**config.mk**
```make
export PLATFORM = sky130hd
export DESIGN_NAME = hamming_enc_stream
export DESIGN_NICKNAME = d
export VERILOG_FILES = /design/src/rtl/hamming_enc_stream.sv
export SDC_FILE = /design/constraint.sdc
export NUM_CORES = 1
export LEC_CHECK = 0
export CORE_MARGIN = 1
export CORE_UTILIZATION = 45
export CTS_BUF_LIST = sky130_fd_sc_hd__clkbuf_8 sky130_fd_sc_hd__clkbuf_16
export DETAILED_ROUTE_END_ITERATION = 12
export GPL_ROUTABILITY_DRIVEN = 1
export PLACE_DENSITY_LB_ADDON = 0.3
export SYNTH_ARGS = -nofsm -noshare
export SYNTH_HDL_FRONTEND = slang
export SYNTH_SLANG_ARGS = --single-unit
```
**constraint.sdc**
```tcl
create_clock -name clk -period 2.05 [get_ports clk]
set_input_delay 0.41 -clock clk [delete_from_list [all_inputs] [get_ports clk]]
set_output_delay 0.41 -clock clk [all_outputs]
set_load 0.05 [all_outputs]
```
**src/rtl/hamming_enc_stream.sv**
```systemverilog
// Streaming Hamming(12,8) encoder with optional single-bit error injection,
// buffered in a 2-entry FIFO with valid/ready handshakes on both sides.
module hamming_enc_stream (
    input  logic        clk,
    input  logic        rst,
    input  logic        in_valid,
    output logic        in_ready,
    input  logic [1:8]  in_data,
    input  logic        inj_en,
    input  logic [3:0]  inj_pos,
    output logic        out_valid,
    input  logic        out_ready,
    output logic [1:12] out_code,
    output logic [15:0] word_count,
    output logic [7:0]  inj_count
);

    typedef enum logic [1:0] {
        EMPTY = 2'd0,
        ONE   = 2'd1,
        FULL  = 2'd2
    } occ_t;

    // Even-parity Hamming(12,8); vector index equals codeword position.
    function automatic logic [1:12] hamming_encode(input logic [1:8] d);
        logic [1:12] c;
        c     = 12'h000;
        c[3]  = d[1];
        c[5]  = d[2];
        c[6]  = d[3];
        c[7]  = d[4];
        c[9]  = d[5];
        c[10] = d[6];
        c[11] = d[7];
        c[12] = d[8];
        c[1]  = c[3] ^ c[5] ^ c[7] ^ c[9] ^ c[11];
        c[2]  = c[3] ^ c[6] ^ c[7] ^ c[10] ^ c[11];
        c[4]  = c[5] ^ c[6] ^ c[7] ^ c[12];
        c[8]  = c[9] ^ c[10] ^ c[11] ^ c[12];
        return c;
    endfunction

    occ_t        state_r;
    occ_t        state_nx_s;
    logic [1:12] mem_r [0:1];
    logic        wr_ptr_r;
    logic        rd_ptr_r;
    logic [15:0] word_count_r;
    logic [7:0]  inj_count_r;
    logic        push_s;
    logic        pop_s;
    logic        inj_valid_s;
    logic [1:12] inj_mask_s;
    logic [1:12] enc_s;

    assign in_ready   = ~rst && (state_r != FULL);
    assign out_valid  = (state_r != EMPTY);
    assign push_s     = in_valid && in_ready;
    assign pop_s      = out_valid && out_ready;
    assign word_count = word_count_r;
    assign inj_count  = inj_count_r;

    // Encode the incoming byte and apply the requested bit flip after parity.
    always_comb begin
        inj_valid_s = inj_en && (inj_pos >= 4'd1) && (inj_pos <= 4'd12);
        if (inj_valid_s) begin
            inj_mask_s = 12'h800 >> (inj_pos - 4'd1);
        end else begin
            inj_mask_s = 12'h000;
        end
        enc_s = hamming_encode(in_data) ^ inj_mask_s;
    end

    // Head of the FIFO; forced to zero while nothing is stored.
    always_comb begin
        if (out_valid) begin
            out_code = mem_r[rd_ptr_r];
        end else begin
            out_code = 12'h000;
        end
    end

    // Occupancy next-state.
    always_comb begin
        state_nx_s = state_r;
        case (state_r)
            EMPTY: begin
                if (push_s) state_nx_s = ONE;
                else        state_nx_s = EMPTY;
            end
            ONE: begin
                if (push_s && !pop_s)      state_nx_s = FULL;
                else if (pop_s && !push_s) state_nx_s = EMPTY;
                else                       state_nx_s = ONE;
            end
            FULL: begin
                if (pop_s) state_nx_s = ONE;
                else       state_nx_s = FULL;
            end
            default: state_nx_s = EMPTY;
        endcase
    end

    // State, storage, pointers and counters.
    always_ff @(posedge clk) begin
        if (rst) begin
            state_r      <= EMPTY;
            wr_ptr_r     <= 1'b0;
            rd_ptr_r     <= 1'b0;
            mem_r[0]     <= 12'h000;
            mem_r[1]     <= 12'h000;
            word_count_r <= 16'h0000;
            inj_count_r  <= 8'h00;
        end else begin
            state_r <= state_nx_s;
            if (push_s) begin
                mem_r[wr_ptr_r] <= enc_s;
                wr_ptr_r        <= ~wr_ptr_r;
                if (inj_valid_s && (inj_count_r != 8'hFF)) begin
                    inj_count_r <= inj_count_r + 8'd1;
                end
            end
            if (pop_s) begin
                rd_ptr_r     <= ~rd_ptr_r;
                word_count_r <= word_count_r + 16'd1;
            end
        end
    end

endmodule

```
==> results.py <==
metrics = {
    "route": {
        "antenna_left": 0,
        "wire_per_inst_microns": 13.19,
        "drc": 0,
        "drtIter0Drc": 122,
        "dr.pass1.iters": 4,
        "viasPerCell": 5.107,
        "vias": 2201,
        "wirelength_microns": 5686,
    },
    "cts": {
        "clock_sinks": 53,
        "post_cts_buffers": 0,
        "cts_tree": "yes",
        "holdBufCountCts": 0,
        "clk_latency_ps": 300,
        "clock-root-buffer": "clkbuf_8",
        "htree_levels": 2,
        "path_clk_slew_ps": 100,
        "clockBufferDepth": 2,
        "cts_made_buffers": 5,
    },
    "layout": {
        "fillers": 474,
        "ff_latch_area_sq_um": 1303,
        "multi_input_area_sq_um": 1326,
        "area_growth_pct": 37.43,
        "fin_nets": 380,
        "drive_above_1_share_pct": 15.32,
        "fin_cells": 431,
        "antennaDiodeCount": 0,
    },
    "logic_synthesis": {
        "synth_edf_count": 24,
        "synth-seq-area-share_pct": 48.60,
        "syn-cell-area_sq_um": 2678,
        "synth_commonest_cells": "nor2_1 (64), dfxtp_1 (29), xnor2_1 (28)",
        "yosysWarningCount": 0,
        "synth_nets": 303,
        "synthCells": 281,
        "ys_types": 36,
        "synthMostInstantiatedCell": "nor2_1",
        "avgSynthCellArea_sq_um": 9.529,
        "synthTopCellsByArea": "edfxtp_1 (27%), dfxtp_1 (22%), xnor2_1 (9.2%)",
        "synth_top_area_share_pct": 26.92,
        "synth_top_cell_by_area": "edfxtp_1",
        "synth_ff_type": "dfxtp_1",
        "yosys_register_bits": 53,
        "async_reset_ff_share_pct": 0,
    },
    "sta": {
        "period_needed_ps": 2008,
        "hold_violations": 0,
        "worst_pin_slew_ps": 500.4,
        "whs_ps": 509.3,
        "drv_slew": 0,
        "fin_worst_skew_ps": 4.540,
        "fin_ws_ps": 41.76,
        "fmax_mhz": 497.9,
        "tns_ps": 0,
        "rsz0062_at_grt": "no",
        "period_share_pct": 97.96,
        "setup_viol": 0,
        "relSlewSlack_pct": 66.53,
    },
    "pwr": {
        "power_density_nw_per_um2": 673.1,
        "irDropWorstVdd_v": 0.0004741,
        "p_leak_nw": 1.356,
        "power.total_mw": 2.477,
    },
    "worst_setup_path": {
        "start_kind": "flip-flop",
        "critical-path-max-stage-delay_ps": 840,
        "cp_max_fo": 7,
        "crit_arrival_ps": 1600,
        "worstPathRequired_ps": 1640,
        "critPathKind": "reg -> out",
        "crit_slowest_cell": "clkdlybuf4s50_1",
        "end_kind": "output port",
        "crit_chain": "clkdlybuf4s50_1",
        "cp_top_family": "buffers and inverters",
        "path_buf_inv": 1,
        "reg2reg_slack_ps": 220,
    },
    "floorplanning": {
        "fp.dieH_microns": 79.14,
        "die_w_microns": 79.14,
        "start_util_pct": 47.75,
        "placementRows": 27,
        "coreArea_sq_um": 5608,
        "ios": 55,
        "dieArea_sq_um": 6262,
    },
    "placement": {
        "gp_congestion": 0.8733,
        "port_buffers": 54,
        "dp_worst_setup_slack_ps": -245.0,
        "place_inst": 423,
        "dp_hpwl_microns": 4123,
    },
    "grt": {
        "grt_start_max_net_pins": 27,
        "first_global_vias": 2055,
        "grt_first_pass_wirelength_microns": 9418,
        "grt_overflow_total": 0,
        "antenna_found_initial": 0,
        "grt_usage_pct": 19.09,
    },
    "min_path": {
        "min_path_type": "reg -> reg",
    },
    "flow_run": {
        "drv_cap": 0,
    },
    "status": {
        "status": "finished clean",
    },
}
==> cell type report <==
class                      instances  area share [%]
timing repair buffer              79           21.66
tap                               72           2.448
inverter                           8          0.8160
clock buffer                       5           1.870
multi-input combinational        211           36.04
sequential                        53           35.40
clock inverter                     3           1.768
==> cell usage in the layout (no fill, tap or decap), drive strengths merged, types with 2 or more instances in the layout <==
cell type      Yosys  layout
nor2              64      64
buf                4      39
clkdlybuf4s50      0      37
dfxtp             29      29
xnor2             28      28
edfxtp            24      24
nand2             18      18
mux2i             14      14
xor2              12      12
nand3             10      10
a21oi              9       9
inv                8       8
nand2b             7       7
nand4              7       7
o21ai              6       6
nor3               6       6
or3                6       6
ha                 5       5
clkbuf             5       5
and4               3       3
and3               2       2
o311ai             2       2
o41ai              2       2
bufinv             0       2
dlymetal6s2s       0       2
==> path summary, 6_finish.rpt <==
kind                           endpoint                       start  cells past startpoint
max reg2reg   inj_count[5]$_SDFFE_PP0P_   inj_count[1]$_SDFFE_PP0P_                      5
min          word_count[1]$_SDFFE_PP0P_  word_count[1]$_SDFFE_PP0P_                      2
min reg2reg  word_count[1]$_SDFFE_PP0P_  word_count[1]$_SDFFE_PP0P_                      2
max                        inj_count[3]   inj_count[3]$_SDFFE_PP0P_                      1
==> stage by stage <==
step	area [sq um]	util (%)
after floorplan	2679	-
after global placement	3512	62.63
after detailed placement	3512	62.63
after CTS	3645	64.99
after global routing	3680	65.62
final	3680	65.62
==> layer usage <==
metal	part of all wire (%)	vias up	GRT usage, %
met5	0	-	0
met4	1.7	0	6.182
met3	4.5	10	4.138
met2	47	59	31.38
met1	46	1017	24.89
li1	-	1115	-
==> what timing repair did <==
action,in CTS,in global routing
setup endpoints to repair,1,11
pin swaps,0,5
gates resized for setup,1,7
==> where the power goes <==
group,switching [mW],internal [mW]
clock,0.340,0.484
combinational,0.272,0.213
sequential,0.0170,1.15
total,0.629,1.85
==> registers in the layout, summed over array words and instances, names as in the netlist, named ones only <==
name,flops
wr_ptr_r,1
state_r,2
inj_count,8
mem_r,24
word_count,16
rd_ptr_r,1
==> cell families (layout without fill, tap and decap cells) <==
| family | count (synthesis) | count (layout) | synth area share (%) |
|---|---|---|---|
| simple gates | 129 | 129 | 22.48 |
| compound gates | 23 | 23 | 5.281 |
| buf+inv | 17 | 95 | 2.990 |
| xor+xnor | 40 | 40 | 13.08 |
| flops | 53 | 53 | 48.60 |
| mux | 14 | 14 | 5.233 |
| fa+ha+maj | 5 | 5 | 2.336 |
Power figures use the tool's default switching activity.
